`src/rtl/div_pkg.sv`:
```
// Shared types for the dual-pipe divider controller: op encoding, FSM states, default sizing.
package div_pkg;

  localparam int DEF_DATA_WIDTH     = 32;
  localparam int DEF_BITS_PER_CYCLE = 1;
  localparam int DIV_ITERS          = DEF_DATA_WIDTH / DEF_BITS_PER_CYCLE;

  typedef enum logic [1:0] {
    DIV  = 2'd0,
    DIVU = 2'd1,
    MOD  = 2'd2,
    MODU = 2'd3
  } div_op_t;

  typedef enum logic [1:0] {
    IDLE = 2'd0,
    BUSY = 2'd1,
    FIX  = 2'd2,
    DONE = 2'd3
  } div_state_t;

  function automatic logic op_is_signed(div_op_t op);
    return (op == DIV) || (op == MOD);
  endfunction

  function automatic logic op_is_rem(div_op_t op);
    return (op == MOD) || (op == MODU);
  endfunction

endpackage

```
`src/rtl/div_iter_core.sv`:
```
// Restoring shift-subtract divider on unsigned magnitudes; retires BITS_PER_CYCLE quotient bits per step.
module div_iter_core
  import div_pkg::*;
#(
  parameter int DATA_WIDTH     = DEF_DATA_WIDTH,
  parameter int BITS_PER_CYCLE = DEF_BITS_PER_CYCLE
) (
  input  logic                  clk,
  input  logic                  rst,
  input  logic                  start,
  input  logic                  step,
  input  logic [DATA_WIDTH-1:0] dividend,
  input  logic [DATA_WIDTH-1:0] divisor,
  output logic [DATA_WIDTH-1:0] quotient,
  output logic [DATA_WIDTH-1:0] remainder
);

  logic [DATA_WIDTH-1:0] q_q, r_q, d_q;
  logic [DATA_WIDTH-1:0] q_nxt, r_nxt;
  logic [DATA_WIDTH:0]   trial;

  // NOTE: every variable written in always_comb gets a default first, so no path can infer a latch.
  // NOTE: blocking assignments here are deliberate: each unrolled bit feeds the next within one cycle.
  always_comb begin
    q_nxt = q_q;
    r_nxt = r_q;
    trial = '0;
    for (int i = 0; i < BITS_PER_CYCLE; i++) begin
      trial = {r_nxt, q_nxt[DATA_WIDTH-1]};
      q_nxt = {q_nxt[DATA_WIDTH-2:0], 1'b0};
      if (trial >= {1'b0, d_q}) begin
        trial    = trial - {1'b0, d_q};
        q_nxt[0] = 1'b1;
      end
      r_nxt = trial[DATA_WIDTH-1:0];
    end
  end

  // NOTE: the datapath registers are reset as well so nothing downstream ever sees X after reset.
  always_ff @(posedge clk or posedge rst) begin
    if (rst) begin
      q_q <= '0;
      r_q <= '0;
      d_q <= '0;
    end else if (start) begin
      q_q <= dividend;
      r_q <= '0;
      d_q <= divisor;
    end else if (step) begin
      q_q <= q_nxt;
      r_q <= r_nxt;
    end
  end

  assign quotient  = q_q;
  assign remainder = r_q;

endmodule

```
`src/rtl/dual_pipe_div_ctrl.sv`:
```
// Shares one iterative divider between pipes 0 and 1: oldest-first grant, EX stalls, sign fix, response hold.
// Optional: define DIV_EARLY_OUT_EN to skip iterations when divisor is zero or |a| < |b|.
module dual_pipe_div_ctrl
  import div_pkg::*;
#(
  parameter int DATA_WIDTH     = DEF_DATA_WIDTH,
  parameter int BITS_PER_CYCLE = DEF_BITS_PER_CYCLE
) (
  input  logic                       clk,
  input  logic                       rst,
  input  logic [1:0]                 req_valid_i,
  input  div_op_t [1:0]              req_op_i,
  input  logic [1:0][DATA_WIDTH-1:0] req_a_i,
  input  logic [1:0][DATA_WIDTH-1:0] req_b_i,
  input  logic                       older_i,
  input  logic [1:0]                 req_kill_i,
  input  logic [1:0]                 ex_adv_i,
  output logic [1:0]                 stall_req_o,
  output logic [1:0]                 resp_valid_o,
  output logic [1:0][DATA_WIDTH-1:0] resp_data_o
);

  localparam int ITERS = DATA_WIDTH / BITS_PER_CYCLE;
  localparam int CNT_W = (ITERS > 1) ? $clog2(ITERS) : 1;
  localparam logic [CNT_W-1:0] LAST_ITER = CNT_W'(ITERS - 1);

  function automatic logic [DATA_WIDTH-1:0] magnitude(logic [DATA_WIDTH-1:0] v, logic sgn);
    return (sgn && v[DATA_WIDTH-1]) ? -v : v;
  endfunction

  div_state_t            state_q;
  logic                  owner_q;
  div_op_t               op_q;
  logic [DATA_WIDTH-1:0] a_q, b_q, res_q;
  logic [CNT_W-1:0]      cnt_q;
  logic                  early_q;

  logic [1:0]            live;
  logic                  grant_pipe, grant_en, early_go;
  div_op_t               g_op;
  logic [DATA_WIDTH-1:0] g_a, g_b, g_amag, g_bmag;
  logic                  owner_kill, owner_adv;
  logic [DATA_WIDTH-1:0] core_q, core_r, fix_res;

  // Arbitration: older pipe wins a tie; a request killed this cycle is not live.
  always_comb begin
    live       = req_valid_i & ~req_kill_i;
    grant_pipe = (live == 2'b11) ? older_i : live[1];
    grant_en   = (state_q == IDLE) && (live != 2'b00);
    g_op       = req_op_i[grant_pipe];
    g_a        = req_a_i[grant_pipe];
    g_b        = req_b_i[grant_pipe];
    g_amag     = magnitude(g_a, op_is_signed(g_op));
    g_bmag     = magnitude(g_b, op_is_signed(g_op));
`ifdef DIV_EARLY_OUT_EN
    early_go   = (g_b == '0) || (g_amag < g_bmag);
`else
    early_go   = 1'b0;
`endif
  end

  assign owner_kill = req_kill_i[owner_q];
  assign owner_adv  = ex_adv_i[owner_q];

  div_iter_core #(
    .DATA_WIDTH     (DATA_WIDTH),
    .BITS_PER_CYCLE (BITS_PER_CYCLE)
  ) u_core (
    .clk       (clk),
    .rst       (rst),
    .start     (grant_en && !early_go),
    .step      (state_q == BUSY),
    .dividend  (g_amag),
    .divisor   (g_bmag),
    .quotient  (core_q),
    .remainder (core_r)
  );

  // Sign correction; an early-out op has quotient 0 and remainder |a| without iterating.
  always_comb begin
    logic                  sgn, a_neg, b_neg;
    logic [DATA_WIDTH-1:0] q_mag, r_mag, quo, rem;
    sgn   = op_is_signed(op_q);
    a_neg = sgn & a_q[DATA_WIDTH-1];
    b_neg = sgn & b_q[DATA_WIDTH-1];
    q_mag = early_q ? '0 : core_q;
    r_mag = early_q ? magnitude(a_q, sgn) : core_r;
    quo   = (a_neg ^ b_neg) ? -q_mag : q_mag;
    rem   = a_neg ? -r_mag : r_mag;
    if (b_q == '0) begin
      quo = '1;
      rem = a_q;
    end
    fix_res = op_is_rem(op_q) ? rem : quo;
  end

  always_ff @(posedge clk or posedge rst) begin
    if (rst) begin
      state_q <= IDLE;
      owner_q <= 1'b0;
      op_q    <= DIV;
      a_q     <= '0;
      b_q     <= '0;
      res_q   <= '0;
      cnt_q   <= '0;
      early_q <= 1'b0;
    end else begin
      case (state_q)
        IDLE: if (grant_en) begin
          owner_q <= grant_pipe;
          op_q    <= g_op;
          a_q     <= g_a;
          b_q     <= g_b;
          cnt_q   <= '0;
          early_q <= early_go;
          state_q <= early_go ? FIX : BUSY;
        end
        BUSY: begin
          if (owner_kill)              state_q <= IDLE;
          else if (cnt_q == LAST_ITER) state_q <= FIX;
          else                         cnt_q   <= cnt_q + 1'b1;
        end
        FIX: begin
          if (owner_kill) begin
            state_q <= IDLE;
          end else begin
            res_q   <= fix_res;
            state_q <= DONE;
          end
        end
        DONE:    if (owner_kill || owner_adv) state_q <= IDLE;
        default: state_q <= IDLE;
      endcase
    end
  end

  // A kill in DONE suppresses the response in that same cycle.
  always_comb begin
    for (int p = 0; p < 2; p++) begin
      resp_valid_o[p] = (state_q == DONE) && (owner_q == 1'(p)) && !req_kill_i[p];
      resp_data_o[p]  = resp_valid_o[p] ? res_q : '0;
      stall_req_o[p]  = req_valid_i[p] && !req_kill_i[p] &&
                        !((state_q == DONE) && (owner_q == 1'(p)));
    end
  end

endmodule

```
`config.mk`:
```
export PLATFORM = sky130hd
export DESIGN_NAME = dual_pipe_div_ctrl
export DESIGN_NICKNAME = d
export VERILOG_FILES = /design/src/rtl/div_pkg.sv /design/src/rtl/div_iter_core.sv /design/src/rtl/dual_pipe_div_ctrl.sv
export SDC_FILE = /design/constraint.sdc
export NUM_CORES = 1
export LEC_CHECK = 0
export CORE_MARGIN = 5
export CORE_UTILIZATION = 56
export DETAILED_ROUTE_END_ITERATION = 16
export PLACE_DENSITY = 0.82
export SLEW_MARGIN = 10
export SYNTH_ARGS = -nofsm -noshare
export SYNTH_HDL_FRONTEND = slang
export SYNTH_SLANG_ARGS = --single-unit
export TNS_END_PERCENT = 30
```
`constraint.sdc`:
```
create_clock -name clk -period 8.1 [get_ports clk]
set_input_delay 0.81 -clock clk [delete_from_list [all_inputs] [get_ports clk]]
set_output_delay 0.81 -clock clk [all_outputs]
set_load 0.01 [all_outputs]
```
== Word level (Yosys, flattened, before mapping) ==
Cells that the tools add are included.
Operators by class
  add/subtract/negate cells: 6
  $lt $le $gt $ge: 3
  eq/ne operators: 13
  multiplexer cells: 36
  bitwise logic cells: 7
  reduce and logical (&&, ||, !) cells: 30
Operator list (number)
  two-way mux 32 bit: 18
  negation 32 bit: 4
  >= comparator 33 x 32 -> 1 bit: 1
  logical NOT 32 bit: 1
  subtractor 32 bit: 1
  two-way mux 5 bit: 3
  two-way mux 2 bit: 7
  equality test 2 bit, second input constant: 6
  logical AND 1 bit: 11
  one-hot mux 5 bit (2 select lines): 1
  != test 2 bit, second input constant: 4
  one-hot mux 2 bit (4 select lines): 1
  logical NOT 2 bit: 3
  two-way mux 1 bit: 6
  nonzero test 2 bit: 3
  adder 5 x 1 -> 5 bit, second input constant: 1
  equality test 5 bit, second input constant: 1
  logical NOT 1 bit: 4
  logical OR 1 bit: 4
  < comparator 1 x 2 -> 1 bit, second input constant: 2
  AND reduction 2 bit: 2
  AND reduction 4 bit: 1
  != test 3 bit, second input constant: 1
  AND reduction 3 bit: 1
  other kinds (6): 8
Word-level totals
  flip-flop bits (word level): 202
  output and inout port bits: 68

== Logic depth before layout (Yosys ltp) ==
Gate-level depths: netlist of the first run.
  depth in word-level cells: 11
  gate-level depth with buffers: 18
  mapped depth without buffers: 13

== By module ==
Synthesis of the first run repeated with hierarchy kept, for this count alone.
Second synthesis, totals
  cell total of the unflattened synthesis: 1951
  area total of the unflattened synthesis: 15712.6 µm²
By module, submodules not included
  dual_pipe_div_ctrl: times used 1, cells an instance 1218, area each 9477.8 µm²
  div_iter_core: times used 1, cells an instance 733, area each 6234.7 µm²

== Worst setup path after synthesis of the first run ==
OpenSTA, ideal clock, no wires.
  path kind: input-to-reg
  start point: input port req_kill_i[0]
  end point: register u_core.d_q[26]
  setup time: 0.133 ns
  data arrival time: 4.235 ns
  path slack: 3.732 ns
  stages on the path: 16
  path buffers: 5
  cells stage by stage: nor3b_2 or2_1 buf_6 buf_2 buf_2 buf_4 buf_4 mux2i_1 ha_1 or3b_2 o41ai_4 nand2_1 o21a_1 a21oi_1 xnor2_1 o21ai_0
Between the ends
  cells in the longest elaborated chain, start to end: 10
RTL lines
  from (decl): RTL line dual_pipe_div_ctrl.sv:16  | input logic [1:0] req_kill_i,
  inverter 2 bit *: RTL line dual_pipe_div_ctrl.sv:47  | live = req_valid_i & ~req_kill_i;
  AND 2 bit *: RTL line dual_pipe_div_ctrl.sv:47
  parallel branches: the longest is 8 deep, another holds negation 32 bit
  to (signal assigned): RTL line div_iter_core.sv:48  | d_q <= divisor;
  to (decl): RTL line div_iter_core.sv:18  | logic [DATA_WIDTH-1:0] q_q, r_q, d_q;
Mark *: on every way between the ends. The select of a mux whose other input is x is not followed.
A chain may end at the register's enable or synchronous reset.

== Worst setup path in the final report of the first run ==
  start point: input port req_kill_i[0]
  end point: register u_core.d_q[29]
The elaborated chain is that of the path after synthesis.

==> results.ini, run 1 <==
[critical_path]
critPathMaxFanout = 75
critical_path_class = input port to register
critPathRequiredTime_ns = 8.45
worstPathCellList = clkdlybuf4s50_1 > nor3b_2 > or2_4 > buf_4 > mux2i_1 > and3_1 > nand2_1 > nor2_1 > a41oi_1 > xor2_1 > o21ai_0
worstPathArrival_ns = 4.89
cp-end-kind = register
critPathMaxStageDelay_ns = 0.86
slowest_stage = buf_4
cp-start-kind = input port

[drt]
drtIter0Drc = 1462
antenna_left = 0
vias = 14052
route.detailed.drc = 0
viasPerCell = 6.26
dr.pass1.iters = 6
wl_per_cell_um = 20.4
wirelength_mm = 45.8

[synthesis]
synth-seq-area-share_pct = 34.3
synth_area_leader_cell = dfrtp_1
synth_nets = 1937
synth_area_um2 = 14700
ys_warn_count = 0
synth_area_leaders = dfrtp_1 34%, o21ai_0 7.7%, mux2i_1 6.1%
yosysUniqueCellTypes = 85
synth_seq_cells = 201
synth_cells = 1757
synth_top_area_share_pct = 34.3
synth_flop_cell = dfrtp_1
syn_avg_cell_area_um2 = 8.35
synth_edf_count = 0
synthArstFlopShare_pct = 100

[floorplan]
die_h_um = 172
pin_count = 209
core_um2 = 25900
dieArea_um2 = 29500
fp.dieW_um = 172
core.rowCount = 59
initial_core_util_pct = 56.6

[outcome]
status = completed

[cts]
cts_tree = done
htree_levels = 1
ctsResizeCount = 0
clock_path_buffers = 3
postCtsHoldBufs = 0
cts.sinks = 201
postCtsSetupBuffers = 0
clk_latency_ns = 0.53
path_clk_slew_ns = 0.06
cts-root-buf = clkbuf_16
cts_buffers = 23

[min_path]
hp-class = register to register

[power_and_ir_drop]
ir_drop_mv = 0.305
power_density_nw_per_um2 = 339
p_leak_nw = 8.00
power_mw = 5.96

[timing]
slew_viol_final = 0
worst_slack_ns = 3.56
worst_clock_skew_ns = 0.0131
rsz0062_at_grt = no
hold_slack_ns = 0.477
final.min_clock_period_ns = 4.54
setup_viol = 0
fin_setup_tns_ns = 0
clock.fmax_mhz = 220
post-route-period-util_pct = 56.0
tightest_slew_ns = 1.16
hold_violations = 0
max_slew_margin_pct = 22.7

[grt]
grt_pass1_wl_mm = 71.7
grt_overflow_total = 0
antenna_found_initial = 0
grt_max_degree = 135
track_usage_pct = 30.3
grt_pass1_vias = 13105

[final_layout]
layout-drive-gt1-share_pct = 5.24
area_delta_synth_final_pct = 20.0
final_core_util_pct = 67.9
n_fill_cell = 2113
nNetsFinal = 2075

[job]
maxCapViolCount = 0

[placed_design]
port_buffers = 208
dp_hpwl_mm = 34.3
dp_slack_ns = 3.12
place.gp.congestion = 0.987

==> routing by layer <==
| layer | vias up | routed length [um] | part of all wire [%] | global-route usage [%] |
|---|---|---|---|---|
| met5 | - | 0 | 0 | 0 |
| li1 | 6577 | - | - | - |
| met4 | 0 | 1300 | 2.8 | 8.54 |
| met3 | 94 | 5310 | 12 | 7.61 |
| met1 | 6618 | 19600 | 43 | 44.7 |
| met2 | 763 | 19600 | 43 | 44.5 |
==> stage by stage <==
step	cell area, um2	cells
after CTS	17600	2244
final	17600	2245
after detailed placement	16800	2205
after global placement	16800	2205
after global routing	17600	2244
after floorplan	14700	1757
==> Yosys cell counts (all sizes together), types with 16 or more instances <==
cell type / number
nand2b: 18
clkbuf: 85
a21o: 38
ha: 38
or3: 18
nor3: 38
a22oi: 20
nor2: 89
a221oi: 23
o31ai: 22
and2: 70
nand3: 29
nor4: 23
nand2: 219
mux2i: 90
buf: 24
a21oi: 101
xnor2: 80
a31oi: 16
o21ai: 236
dfrtp: 201
inv: 51
xor2: 62
==> sequential cells by signal, summed over array words and instances, names as in the netlist, 2 cells and up <==
signal,count
a_q,32
res_q,32
u_core.d_q,32
u_core.quotient,32
u_core.remainder,32
b_q,31
cnt_q,5
op_q,2
state_q,2
==> report_power, final <==
group / switching, mW / internal (mW)
Combinational: 1.78 / 1.19
Sequential: 0.497 / 1.44
Clock: 0.430 / 0.629
Total: 2.70 / 3.26
==> cells by family (layout without fill, tap and decap cells) <==
group	count (synthesis)	in the layout	share of synthesized area [%]
AO/OA/AOI/OAI	542	542	23.2
adder cells (fa/ha/maj)	39	39	3.38
multiplexers	97	97	6.68
XOR/XNOR	142	142	8.48
other	0	1	0
flip-flops	201	201	34.3
buffers and inverters	160	312	4.50
AND/OR/NAND/NOR	576	576	19.5
==> path summary, 6_finish.rpt <==
| path | startpoint | to | slack, ns | cells after the start |
|---|---|---|---|---|
| min in group asynchronous | rst | u_core.remainder[12] | 0.89 | 2 |
| hold reg to reg | a_q[11] | a_q[11] | 0.48 | 2 |
| setup / recovery | req_kill_i[0] | u_core.d_q[29] | 3.56 | 11 |
| hold / removal | a_q[11] | a_q[11] | 0.48 | 2 |
| setup reg to reg | u_core.quotient[31] | u_core.remainder[28] | 4.61 | 13 |
| max in group asynchronous | rst | cnt_q[0] | 5.71 | 3 |
==> final cells by class <==
cell class	count	area [um2]	share of cell area [%]
antenna	1	2.50	0.0142
clock buffer	32	659	3.75
timing repair buffer	222	2190	12.4
tap	335	419	2.38
multi-input combinational	1396	9010	51.2
sequential	201	5030	28.6
inverter	51	199	1.13
clock inverter	7	95.1	0.540
==> layout by cell type, fill, tap and decap left out, types with 19 or more instances in the layout <==
| cell | netlist | routed |
|---|---|---|
| a21o_1 | 38 | 38 |
| a21oi_1 | 101 | 101 |
| a221oi_1 | 23 | 23 |
| a22oi_1 | 20 | 20 |
| and2_1 | 70 | 70 |
| clkbuf_16 | 0 | 23 |
| clkdlybuf4s50_1 | 0 | 208 |
| dfrtp_1 | 201 | 201 |
| ha_1 | 38 | 38 |
| inv_1 | 51 | 50 |
| mux2i_1 | 90 | 90 |
| nand2_1 | 218 | 218 |
| nand3_1 | 29 | 29 |
| nor2_1 | 87 | 84 |
| nor3_1 | 36 | 34 |
| nor4_1 | 22 | 22 |
| o21ai_0 | 225 | 225 |
| o31ai_1 | 19 | 19 |
| xnor2_1 | 80 | 80 |
| xor2_1 | 62 | 62 |
==> worst max-delay path, delay by kind of cell <==
kind,cells,cell delay (ns)
AOI/OAI and AO/OA,2,0.28
buffers and inverters,2,1.34
and+or+nand+nor,5,1.69
xor gates and xnor gates,1,0.18
muxes,1,0.50
No activity file was read; power rests on OpenSTA's default activity.
==> inputs of run 2 (changes only) <==
clock period = 4.7 ns   (was 8.1 ns; I/O delays follow)
==> results.ini, run 2 (synthesized netlist as in run 1, its figures left out) <==
[outcome]
status = completed

[cts]
ctsResizeCount = 0
path_clk_slew_ns = 0.07
postCtsSetupBuffers = 0
htree_levels = 1
cts_buffers = 23
cts.sinks = 201
clock_path_buffers = 3
cts_tree = done
postCtsHoldBufs = 0
cts-root-buf = clkbuf_16
clk_latency_ns = 0.52

[grt]
track_usage_pct = 30.9
grt_overflow_total = 0
antenna_found_initial = 0
grt_max_degree = 128
grt_pass1_vias = 13449
grt_pass1_wl_mm = 73.1

[floorplan]
fp.dieW_um = 172
initial_core_util_pct = 56.6
core.rowCount = 59
pin_count = 209
core_um2 = 25900
die_h_um = 172
dieArea_um2 = 29500

[critical_path]
ff2ff_setup_slack_ns = 1.27
critPathMaxFanout = 7
worstPathArrival_ns = 3.98
r2r-end = u_core.remainder[24]
critPathRequiredTime_ns = 5.08
r2r.worst_path.cells = 13
cp-end-kind = register
critical_path_class = input port to register
r2r_start = u_core.quotient[31]
cp-startpoint = req_kill_i[0]
endpoint = u_core.d_q[26]
cp-start-kind = input port

[final_layout]
layout-drive-gt1-share_pct = 5.54
nNetsFinal = 2080
area_delta_synth_final_pct = 20.5
num_antenna_cells = 0
final_common_cell = o21ai_0
layout_common_cells = 225 x o21ai_0, 218 x nand2_1, 208 x clkdlybuf4s50_1

[timing]
slew_viol_final = 0
post-route-period-util_pct = 76.5
hold_violations = 0
rsz0062_at_grt = no
final.min_clock_period_ns = 3.60
setup_viol = 0
worst_clock_skew_ns = 0.0163
fin_setup_tns_ns = 0
tightest_slew_ns = 1.24
max_slew_margin_pct = 16.7
worst_slack_ns = 1.10
clock.fmax_mhz = 278

[placed_design]
dp_hpwl_mm = 35.2
dp_slack_ns = 0.630
port_buffers = 208
place.gp.congestion = 0.951

[power_and_ir_drop]
ir_drop_mv = 0.312
p_leak_nw = 8.03
power_density_nw_per_um2 = 583

[drt]
drtIter0Drc = 1722
wirelength_mm = 46.7
antenna_left = 0
wl_per_cell_um = 20.8
viasPerCell = 6.33
vias = 14237
dr.pass1.iters = 6
route.detailed.drc = 0

[job]
maxCapViolCount = 0

[min_path]
hp-class = input port to asynchronous set/reset pin

-- run 2: cell types whose count changed in the layout (fill, tap and decap cells not counted), moves of 2 or more --
cell,change
buf_12,+4
clkinvlp_4,+2
clkbuf_1,-2
clkinv_2,+3
-- run 2: how the worst min path moves through the flow --
stage,end,slack (ns),cells after the start
2_1_floorplan,a_q[0],0.44,2
3_3_place_gp,a_q[8],0.46,2
3_5_place_dp,a_q[0],0.47,2
4_1_cts,u_core.d_q[11],0.26,2
5_1_grt,u_core.d_q[11],0.30,2
6_report,u_core.d_q[11],0.26,2
-- run 2: final cells by class --
type	instances	area (um2)
tap	335	419
timing repair buffer	227	2270
inverter	51	195
multi-input combinational	1396	9010
sequential	201	5030
clock inverter	10	109
clock buffer	29	638
fill	2075	8230
-- run 2: metal layers --
metal / global-route usage [%] / part of all wire (%) / wire length (um) / vias to the layer above
li1: - / - / - / 6573
met1: 45.7 / 43 / 20000 / 6804
met2: 47.0 / 44 / 20600 / 777
met3: 6.61 / 11 / 5220 / 83
met4: 6.80 / 1.9 / 898 / 0
met5: 0 / 0 / 0 / -
-- run 2: where the power goes --
group          switching (mW)  leakage (nW)  internal (mW)
logic                    3.11          5.13           2.06
registers               0.838          2.53           2.48
clock network           0.748         0.367           1.07
-- run 2: worst max-delay path, stage by stage --
cell             delay, ns
clkdlybuf4s50_1       0.48
nor3b_2               0.44
or2_4                 0.26
mux2i_1               0.32
ha_1                  0.28
or3b_2                0.51
o41ai_4               0.35
nand2_1               0.18
o21a_1                0.28
a21oi_1               0.18
xnor2_1               0.14
o21ai_0               0.09
-- run 2: stage by stage --
| stage | std cells | utilization, % | hold WS (ns) | instance area (um2) | power, mW |
|---|---|---|---|---|---|
| 2_1_floorplan | 1757 | - | 0.445 | 14700 | 6.81 |
| 3_3_place_gp | 2210 | 65.3 | 0.456 | 16900 | 8.17 |
| 3_5_place_dp | 2210 | 65.3 | 0.465 | 16900 | 8.33 |
| 4_1_cts | 2249 | 68.2 | 0.259 | 17700 | 10.2 |
| 5_1_grt | 2249 | 68.2 | 0.295 | 17700 | 11.0 |
| 6_report | 2249 | 68.2 | 0.258 | 17700 | 10.3 |
==> inputs of run 3 (changes only) <==
CORE_UTILIZATION = 51   (was 56)
PLACE_DENSITY = 0.78   (was 0.82)
clock period = 3.3 ns   (was 4.7 ns; I/O delays follow)
==> results.ini, run 3 (synthesized netlist as in run 1, its figures left out) <==
[outcome]
status = completed

[critical_path]
critical_path_class = register to register
critPathMaxFanout = 26
critPathRequiredTime_ns = 3.66
slowest_stage = dfrtp_1
cp-start-kind = register
critPathMaxStageDelay_ns = 0.44
worstPathCellList = ha_1 > a21o_1 > a21o_1 > a311o_1 > o31ai_1 > nand3_1 > a2111o_1 > nand2_1 > buf_12 > mux2i_1 > o21ai_0
worstPathArrival_ns = 3.55
path_common_cell = a21o_1
cp-end-kind = register

[power_and_ir_drop]
ir_drop_mv = 0.399
p_leak_nw = 8.41
power_density_nw_per_um2 = 816

[cts]
cts_buffers = 23
cts-root-buf = clkbuf_16
clock_path_buffers = 3
cts.sinks = 201
postCtsHoldBufs = 0
htree_levels = 1
clk_latency_ns = 0.52
cts_tree = done
path_clk_slew_ns = 0.06

[final_layout]
final_common_cell = o21ai_0
final_core_util_pct = 64.2
layout-drive-gt1-share_pct = 8.93
layout_common_cells = 225 x o21ai_0, 218 x nand2_1, 208 x clkdlybuf4s50_1
num_antenna_cells = 0
nNetsFinal = 2146
area_delta_synth_final_pct = 25.0

[drt]
route.detailed.drc = 0
drtIter0Drc = 1327
routed.top_layer = met4
met3_length_mm = 4.58
vias = 14137
wl_per_cell_um = 19.8
antenna_left = 0
viasPerCell = 5.98
wl_met2_mm = 19.9
drt-met1-wl_mm = 21.0
dr.pass1.iters = 5
wirelength_mm = 46.7

[timing]
max_slew_margin_pct = 44.4
post-route-period-util_pct = 96.5
final.min_clock_period_ns = 3.18
slew_viol_final = 0
tightest_slew_ns = 0.834
setup_viol = 0
rsz0062_at_grt = yes
clock.fmax_mhz = 314
worst_clock_skew_ns = 0.0216
worst_slack_ns = 0.115
hold_violations = 0

[placed_design]
dp_hpwl_mm = 36.0
dp_slack_ns = -0.148
port_buffers = 208
place.gp.congestion = 0.966

[grt]
antenna_found_initial = 0
grt_max_degree = 118
grt_pass1_wl_mm = 74.0
grt_pass1_vias = 13538
grt_overflow_total = 0
track_usage_pct = 27.7

[floorplan]
dieArea_um2 = 32300
fp.dieW_um = 180
core.rowCount = 62
die_h_um = 180
initial_core_util_pct = 51.4
pin_count = 209
core_um2 = 28500

[min_path]
hp-class = input port to asynchronous set/reset pin

[job]
maxCapViolCount = 0

[run 3: worst max-delay path, delay by kind of cell, from the launching register on]
| kind | cells | cell delay, ns |
|---|---|---|
| flops | 1 | 0.44 |
| compound gates | 6 | 1.41 |
| fa+ha+maj | 1 | 0.41 |
| simple gates | 2 | 0.31 |
| mux | 1 | 0.22 |
| buf+inv | 1 | 0.23 |
[run 3: path summary, 6_finish.rpt]
check	startpoint	endpoint	slack, ns	depth (start not counted)
setup / recovery	u_core.remainder[25]	u_core.remainder[10]	0.12	11
hold / removal	rst	u_core.remainder[16]	0.19	2
setup reg to reg	u_core.remainder[25]	u_core.remainder[10]	0.12	11
hold reg to reg	a_q[24]	a_q[24]	0.48	2
max in group asynchronous	rst	a_q[23]	2.21	3
min in group clk	req_op_i[1]	op_q[1]	0.38	3
[run 3: per-stage QoR]
stage / power [mW] / TNS, ns / area (um2) / cells / hold WS (ns)
final: 15.0 / 0 / 18300 / 2366 / 0.188
after detailed placement: 12.1 / -0.773 / 17500 / 2325 / 0.466
after global placement: 11.9 / 0 / 17500 / 2325 / 0.455
after CTS: 14.8 / 0 / 18300 / 2366 / 0.185
after floorplan: 9.70 / -4.65 / 14700 / 1757 / 0.445
after global routing: 16.0 / -0.0254 / 18300 / 2366 / 0.213
[run 3: timing repair]
action,CTS,global route
endpoints found under the setup margin,0,3
resized for setup,0,3
buffers inserted,0,0
hold endpoints to repair,0,0
[run 3: where the power goes]
part | internal [mW] | switching, mW | leakage (nW)
clock | 1.61 | 1.07 | 0.390
combinational | 3.13 | 4.47 | 5.48
sequential | 3.54 | 1.15 | 2.53
[run 3: routing by layer]
metal / vias to the layer above / track usage [%]
li1: 6721 / -
met1: 6699 / 40.5
met2: 641 / 40.7
met3: 76 / 7.07
met4: 0 / 7.99
met5: - / 0
[run 3: cell type report]
type	instances	area (um2)
inverter	51	195
clock inverter	12	145
multi-input combinational	1396	9020
sequential	201	5030
tap	384	480
clock buffer	29	638
timing repair buffer	293	2820
fill	2447	10200
